**src/rtl/halfstrip_hit_counter.sv**
```systemverilog
// halfstrip_hit_counter: per-half-strip onset counters over a programmable bx window.
// It also keeps an event counter and a multi-strip (crosstalk) event counter.
// A registered read port returns the counts by address for the serial register block.
// Optional feature macro: HSCNT_SATFLAG_EN adds a sticky per-strip saturation register,
// which is readable at rd_adr 35/36.
module halfstrip_hit_counter #(
    parameter int CNT_W = 16,
    parameter int WIN_W = 16
) (
    input  logic             clock,
    input  logic             reset,
    input  logic [31:0]      halfstrips,
    input  logic             start,
    input  logic             stop,
    input  logic             clear,
    input  logic [WIN_W-1:0] window,
    input  logic [5:0]       rd_adr,
    output logic [CNT_W-1:0] rd_data,
    output logic             busy,
    output logic             done,
    output logic             any_sat
);

    typedef enum logic [1:0] {
        ST_IDLE  = 2'd0,
        ST_COUNT = 2'd1,
        ST_DONE  = 2'd2,
        ST_CLEAR = 2'd3
    } state_t;

    localparam logic [CNT_W-1:0] CNT_MAX = {CNT_W{1'b1}};
    localparam logic [CNT_W-1:0] CNT_ONE = {{(CNT_W-1){1'b0}}, 1'b1};

    state_t           state_r, state_s;
    logic [WIN_W-1:0] win_cnt_r, win_cnt_s;
    logic [31:0]      hs_r;
    logic [31:0]      onset_s;
    logic             multi_s;
    logic             zero_s;
    logic             count_s;
    logic [CNT_W-1:0] cnt_r     [32];
    logic [CNT_W-1:0] cnt_nxt_s [32];
    logic [CNT_W-1:0] evt_cnt_r;
    logic [CNT_W-1:0] multi_cnt_r;
    logic [CNT_W-1:0] rd_s;
    logic [CNT_W-1:0] rd_data_r;
    logic             busy_r;
    logic             done_r;
    logic             any_sat_s;
    logic [4:0]       status_s;
`ifdef HSCNT_SATFLAG_EN
    logic [31:0]      sat_flag_r;
    logic [31:0]      sat_now_s;
`endif

    // Saturating increment: holds at the all-ones value instead of wrapping.
    function automatic logic [CNT_W-1:0] sat_inc(input logic [CNT_W-1:0] v, input logic inc);
        logic [CNT_W-1:0] r;
        if (inc && (v != CNT_MAX)) begin
            r = v + CNT_ONE;
        end else begin
            r = v;
        end
        return r;
    endfunction

    // Rising-edge detect and per-cycle count qualifiers.
    always_comb begin
        onset_s = halfstrips & ~hs_r;
        multi_s = ((onset_s & (onset_s - 32'd1)) != 32'd0);
        zero_s  = clear || (state_r == ST_CLEAR);
        count_s = (state_r == ST_COUNT);
    end

    // Next value of every strip counter if it were counting this bx.
    always_comb begin
        for (int i = 0; i < 32; i++) begin
            cnt_nxt_s[i] = sat_inc(cnt_r[i], onset_s[i]);
        end
    end

    // Window FSM next-state logic; clear overrides everything else.
    always_comb begin
        state_s   = state_r;
        win_cnt_s = win_cnt_r;
        if (clear) begin
            state_s = ST_CLEAR;
        end else begin
            case (state_r)
                ST_IDLE, ST_DONE: begin
                    if (start) begin
                        state_s   = ST_COUNT;
                        win_cnt_s = window;
                    end else begin
                        state_s   = state_r;
                    end
                end
                ST_COUNT: begin
                    if (stop || (win_cnt_r == {{(WIN_W-1){1'b0}}, 1'b1})) begin
                        state_s = ST_DONE;
                    end else begin
                        state_s = ST_COUNT;
                    end
                    if (win_cnt_r != {WIN_W{1'b0}}) begin
                        win_cnt_s = win_cnt_r - {{(WIN_W-1){1'b0}}, 1'b1};
                    end else begin
                        win_cnt_s = win_cnt_r;
                    end
                end
                ST_CLEAR: state_s = ST_IDLE;
                default:  state_s = ST_IDLE;
            endcase
        end
    end

    // FSM state, window counter and registered status flags.
    always_ff @(posedge clock or negedge reset) begin
        if (!reset) begin
            state_r   <= ST_IDLE;
            win_cnt_r <= {WIN_W{1'b0}};
            busy_r    <= 1'b0;
            done_r    <= 1'b0;
        end else begin
            state_r   <= state_s;
            win_cnt_r <= win_cnt_s;
            busy_r    <= (state_s == ST_COUNT) || (state_s == ST_CLEAR);
            done_r    <= (state_s == ST_DONE);
        end
    end

    // Previous hit map, loaded every bx in every state so persistence never re-counts.
    always_ff @(posedge clock or negedge reset) begin
        if (!reset) begin
            hs_r <= 32'd0;
        end else begin
            hs_r <= halfstrips;
        end
    end

    // Strip, event and multi-hit counters: zeroed by clear, accumulate only in COUNT.
    always_ff @(posedge clock or negedge reset) begin
        if (!reset) begin
            for (int i = 0; i < 32; i++) cnt_r[i] <= {CNT_W{1'b0}};
            evt_cnt_r   <= {CNT_W{1'b0}};
            multi_cnt_r <= {CNT_W{1'b0}};
        end else if (zero_s) begin
            for (int i = 0; i < 32; i++) cnt_r[i] <= {CNT_W{1'b0}};
            evt_cnt_r   <= {CNT_W{1'b0}};
            multi_cnt_r <= {CNT_W{1'b0}};
        end else if (count_s) begin
            for (int i = 0; i < 32; i++) cnt_r[i] <= cnt_nxt_s[i];
            evt_cnt_r   <= sat_inc(evt_cnt_r, (onset_s != 32'd0));
            multi_cnt_r <= sat_inc(multi_cnt_r, multi_s);
        end
    end

`ifdef HSCNT_SATFLAG_EN
    // Strips whose counter reaches the limit on this edge.
    always_comb begin
        sat_now_s = 32'd0;
        for (int i = 0; i < 32; i++) begin
            sat_now_s[i] = (cnt_nxt_s[i] == CNT_MAX);
        end
    end

    // Sticky per-strip saturation flags; only clear or reset drops them.
    always_ff @(posedge clock or negedge reset) begin
        if (!reset) begin
            sat_flag_r <= 32'd0;
        end else if (zero_s) begin
            sat_flag_r <= 32'd0;
        end else if (count_s) begin
            sat_flag_r <= sat_flag_r | sat_now_s;
        end
    end
`endif

    // Saturation summary over every counter.
    always_comb begin
        any_sat_s = (evt_cnt_r == CNT_MAX) || (multi_cnt_r == CNT_MAX);
`ifdef HSCNT_SATFLAG_EN
        any_sat_s = any_sat_s || (sat_flag_r != 32'd0);
`else
        for (int i = 0; i < 32; i++) begin
            any_sat_s = any_sat_s || (cnt_r[i] == CNT_MAX);
        end
`endif
    end

    // Read multiplexer over pre-edge counter values.
    always_comb begin
        status_s = {any_sat_s, done_r, busy_r, state_r};
        rd_s     = {CNT_W{1'b0}};
        if (rd_adr[5] == 1'b0) begin
            rd_s = cnt_r[rd_adr[4:0]];
        end else begin
            case (rd_adr)
                6'd32:   rd_s = evt_cnt_r;
                6'd33:   rd_s = multi_cnt_r;
                6'd34:   rd_s = CNT_W'(status_s);
`ifdef HSCNT_SATFLAG_EN
                6'd35:   rd_s = CNT_W'(sat_flag_r[15:0]);
                6'd36:   rd_s = CNT_W'(sat_flag_r[31:16]);
`endif
                default: rd_s = {CNT_W{1'b0}};
            endcase
        end
    end

    // Registered read data, one clock of latency.
    always_ff @(posedge clock or negedge reset) begin
        if (!reset) begin
            rd_data_r <= {CNT_W{1'b0}};
        end else begin
            rd_data_r <= rd_s;
        end
    end

    assign rd_data = rd_data_r;
    assign busy    = busy_r;
    assign done    = done_r;
    assign any_sat = any_sat_s;

endmodule

```
**config.mk**
```make
export PLATFORM = sky130hd
export DESIGN_NAME = halfstrip_hit_counter
export DESIGN_NICKNAME = d
export VERILOG_FILES = /design/src/rtl/halfstrip_hit_counter.sv
export SDC_FILE = /design/constraint.sdc
export NUM_CORES = 2
export LEC_CHECK = 0
export BUFFER_PORTS_ARGS = -buffer_cell sky130_fd_sc_hd__clkbuf_2
export CAP_MARGIN = 10
export CORE_MARGIN = 3
export CORE_UTILIZATION = 35
export CTS_CLUSTER_SIZE = 10
export DETAILED_ROUTE_END_ITERATION = 16
export GPL_ROUTABILITY_DRIVEN = 1
export SYNTH_ARGS = -nofsm -noshare
export SYNTH_HDL_FRONTEND = slang
export SYNTH_SLANG_ARGS = --single-unit
```
**constraint.sdc**
```tcl
create_clock -name clock -period 6.58 [get_ports clock]
set_clock_uncertainty 0.2 [all_clocks]
set_input_delay 0.658 -clock clock [delete_from_list [all_inputs] [get_ports clock]]
set_output_delay 0.658 -clock clock [all_outputs]
set_load 0.02 [all_outputs]
```
**Word-level counts from Yosys, hierarchy flattened**

Index checks and enable logic that the tools add are counted.

- Register bits: 612
- Input port bits: 59
- Output and inout bits: 19

- Add/sub/neg operators: 36
- $lt $le $gt $ge: 1
- Equality and inequality tests: 80
- Mux-type cells: 52
- Bitwise operators: 5
- Reduce and logical (&&, ||, !) cells: 146

Operators by type and width:

| cell | count |
|---|---|
| 512-bit two-way mux | 2 |
| 16-bit two-way mux | 43 |
| 16-bit by 1-bit adder with 16-bit output (second input constant) | 34 |
| 16-bit == test (second input constant) | 34 |
| 16-bit inequality test (second input constant) | 34 |
| 16-bit binary-select mux with 5-bit select | 1 |
| 2-bit nonzero test | 36 |
| 2-bit AND reduction | 34 |
| 32-bit bitwise AND | 2 |
| 32-bit nonzero test | 2 |
| 16-bit case mux with 3 select lines | 1 |
| 1-bit logical OR | 36 |
| 1-bit logical AND | 34 |
| 32-bit inverter | 1 |
| 16-bit case mux with 2 select lines | 1 |
| 32-bit by 1-bit subtractor with 32-bit output (second input constant) | 1 |
| 6-bit == test (second input constant) | 3 |
| 16-bit by 1-bit == test with 1-bit output (second input constant) | 1 |
| 16-bit nonzero test | 1 |
| 16-bit by 1-bit subtractor with 16-bit output (second input constant) | 1 |
| 2-bit == test (second input constant) | 4 |
| 6-bit greater-or-equal comparator (second input constant) | 1 |
| 2-bit two-way mux | 3 |
| 5-bit inverter with 6-bit output | 1 |
| other kinds (8) | 9 |

**Longest topological paths before layout**

- Word-level depth: 36
- Mapped depth: 12
- Depth with buffers taken out: 10

**Worst setup path after synthesis**

No wires, ideal clock.

- Path type: register to output
- From: register cnt_r[320] (netlist name)
- To: output any_sat
- Arrival time: 2204 ps
- Path slack: 3518 ps
- Stages on the path, launching flop included: 9
- Buffers on the path: 0
- Cell sequence: dfrtp_1 ha_1 and4_1 nand4_1 nor3_1 or4_1 nor4_1 o2111ai_1 or3_1

- Longest elaborated chain between the ends: 22

RTL lines:

| item | line | text |
|---|---|---|
| from (decl) | 41 | `logic [CNT_W-1:0] cnt_r [32];` |
| 16-bit == test | 185 | `any_sat_s = any_sat_s \|\| (cnt_r[i] == CNT_MAX);` |
| 1-bit logical OR (21 in a row) | 185 |  |
| to (decl) | 21 | `output logic any_sat` |

Every way passes these cells.

**Worst setup path after layout**

Ends and elaborated chain as after synthesis.

==> impl_metrics.json <==
{
  "status": "completed",
  "die-area_sq_um": 101000,
  "critPathRequiredTime_ps": 5720,
  "seq_area_frac_synth_pct": 45.1,
  "min_to": "hs_r[10]",
  "postRouteAntennaNets": 0,
  "wl_per_cell_microns": 21.0,
  "syn_area_per_cell_sq_um": 10.2,
  "ctsHoldBuffers": 30,
  "port_buffers": 77,
  "antenna_found_initial": 7,
  "hold_viol_final": 0,
  "grt_max_degree": 168,
  "clkLatencyLatePin_ps": 640,
  "rows": 113,
  "crit_type": "flip-flop to primary output",
  "crit_path_top_delay_cell": "or4_1",
  "fmax_ghz": 0.231,
  "power_density_nw_per_um2": 218,
  "yosysUniqueCellTypes": 78,
  "cts_tree": "yes",
  "drcViolationCount": 0,
  "core_region_area_sq_um": 95600,
  "h-tree-depth": 3,
  "die_w_microns": 317,
  "layout_min_cycle_time_ps": 4340,
  "synth-edff-count": 0,
  "dieHeight_microns": 317,
  "clockBufferDepth": 3,
  "setup_ws_ps": 2240,
  "rr_startpoint": "state_r[0]",
  "critPathLaunchType": "flip-flop",
  "power.total_mw": 8.29,
  "syn_inst": 3323,
  "globalRouteOverflowTotal": 0,
  "async_flop_share_pct": 100,
  "grt_first_pass_wirelength_mm": 154,
  "vias": 26000,
  "max-cap-violations": 0,
  "finalWirelength_mm": 98.6,
  "cts_root_buf": "clkbuf_16",
  "peakVddDrop_v": 0.000169,
  "setup-tns-final_ps": 0,
  "leakage_nw": 15.1,
  "clk_pin_slew_worst_paths_ps": 60,
  "cts_buffers": 75,
  "final_cells": 4693,
  "grtUsageTotal_pct": 19.8,
  "grt_pass1_vias": 24800,
  "layout_commonest_cell": "dfrtp_1",
  "synth_nets": 3418,
  "hp-start": "halfstrips[10]",
  "firstDrtPassIters": 5,
  "nFillCells": 9271,
  "finalCritPeriodShare_pct": 65.9,
  "dp_hpwl_mm": 71.2,
  "clock_sinks": 612,
  "min_delay_path_depth": 1,
  "final_cell_mix": "612 x dfrtp_1, 575 x nor2_1, 288 x xor2_1, 243 x nand2_1",
  "cp_num_buf_inv": 1,
  "worstMarginPinSlew_ps": 1190,
  "rr_endpoint": "cnt_r[233]",
  "synth_flop_cell": "dfrtp_1",
  "cts_setup_buffers": 0,
  "syn_to_final_growth_pct": 12.2,
  "relSlewSlack_pct": 20.3,
  "slew_viol_final": 0,
  "rsz0062_at_grt": "false",
  "first_iter_violations": 2553,
  "start_util_pct": 35.5,
  "gp_congestion": 0.887,
  "path_cells": "ha_1 > and4_1 > nand4_1 > nor3_1 > or4_1 > nor4_1 > o2111ai_1 > or3_1 > clkbuf_2",
  "reg2reg_slack_ps": 3000,
  "yosys_register_bits": 612,
  "vias_per_cell": 5.54,
  "end_kind": "primary output",
  "pin_count": 78,
  "cp_top_family": "simple AND/OR/NAND/NOR gates",
  "synth_area_sq_um": 33900,
  "place_ws_ps": 2720,
  "rr_worst_depth": 6,
  "place_inst": 4548,
  "final-setup-viol-count": 0,
  "critPathMaxFanout": 4,
  "layout.nets": 3485,
  "whs_ps": 56.2,
  "slowest_delay_ps": 580,
  "drive_gt1_share_pct": 12.0,
  "cp.arrival_ps": 3480,
  "hp-class": "primary input to flip-flop",
  "cts.repair.resized": 0,
  "yosys_warnings": 0
}
report_power, final:
group          switching (mW)  total [mW]  leakage [nW]  internal, mW
Combinational           0.420       0.602          5.69         0.181
Clock                    1.63        3.80          1.04          2.17
Sequential             0.0635        3.88          8.42          3.82
Total                    2.11        8.29          15.1          6.18
registers in the layout (all words and copies together) (netlist names):
register	flops
cnt_r	512
hs_r	32
evt_cnt_r	16
multi_cnt_r	16
rd_data	16
win_cnt_r	16
state_r	2
busy	1
done	1
Yosys cell counts (7+ instances only):
cell type | n | share of area [%]
a211oi_1 | 8 | 0.18
a21oi_1 | 119 | 1.8
a22oi_1 | 17 | 0.38
and2_1 | 19 | 0.35
and3_1 | 60 | 1.1
and4_1 | 39 | 1.0
buf_1 | 15 | 0.17
buf_2 | 18 | 0.27
clkbuf_1 | 102 | 1.1
dfrtp_1 | 612 | 45
ha_1 | 36 | 1.3
inv_1 | 52 | 0.58
mux2i_1 | 55 | 1.6
mux4_2 | 160 | 11
nand2_1 | 243 | 2.7
nand2b_1 | 28 | 0.52
nand3_1 | 160 | 2.4
nand4_1 | 129 | 2.4
nor2_1 | 576 | 6.4
nor2b_1 | 37 | 0.68
nor3_1 | 55 | 0.81
nor3_2 | 12 | 0.35
nor4_1 | 18 | 0.33
o2111ai_1 | 12 | 0.31
o21a_1 | 9 | 0.20
o21ai_0 | 114 | 1.7
o22ai_1 | 7 | 0.13
or2_2 | 7 | 0.13
or3_1 | 84 | 1.5
xnor2_1 | 136 | 3.5
xor2_1 | 288 | 7.4
worst max path at each step:
stage,start,to,cells past startpoint
floorplan,cnt_r[320],any_sat,8
global placement,rd_adr[0],rd_data[4],7
detailed placement,rd_adr[0],rd_data[4],7
CTS,cnt_r[320],any_sat,9
global route,cnt_r[0],any_sat,11
finish,cnt_r[320],any_sat,9
area by class of cell:
cell class / count / area (sq um) / share of cell area (%)
multi-input cells: 2519 / 17900 / 46.9
flip-flops and latches: 612 / 15300 / 40.2
clock buffers: 102 / 2060 / 5.42
well taps: 1265 / 1580 / 4.16
repair buffers: 130 / 946 / 2.49
inverters: 52 / 195 / 0.513
clock inverters: 9 / 91.3 / 0.240
diodes: 4 / 10.0 / 0.0263
metal layers:
metal	share of wire, %	GRT usage [%]	up-vias	wire length [microns]
li1	-	-	11900	-
met1	46	29.3	13100	45300
met3	7.3	3.80	155	7210
met5	0.027	0	-	27
met2	44	29.1	832	43100
met4	3.0	6.18	4	2950
kinds of logic after synthesis:
kind of cell	count (synthesis)	synth area share, %
DFF	612	45.1
muxes	215	12.2
AOI/OAI and AO/OA	341	6.24
adders and majority gates	37	1.36
buffers and inverters	192	2.27
xor gates and xnor gates	424	10.9
and+or+nand+nor	1502	21.8
stage by stage:
step           instance area, sq um  util, %
3_3_place_gp                  35600     37.2
6_report                      38100     39.8
3_5_place_dp                  35600     37.2
4_1_cts                       38100     39.8
2_1_floorplan                 33900        -
5_1_grt                       38100     39.8
Note: power is estimated with default switching activity, not from simulation.
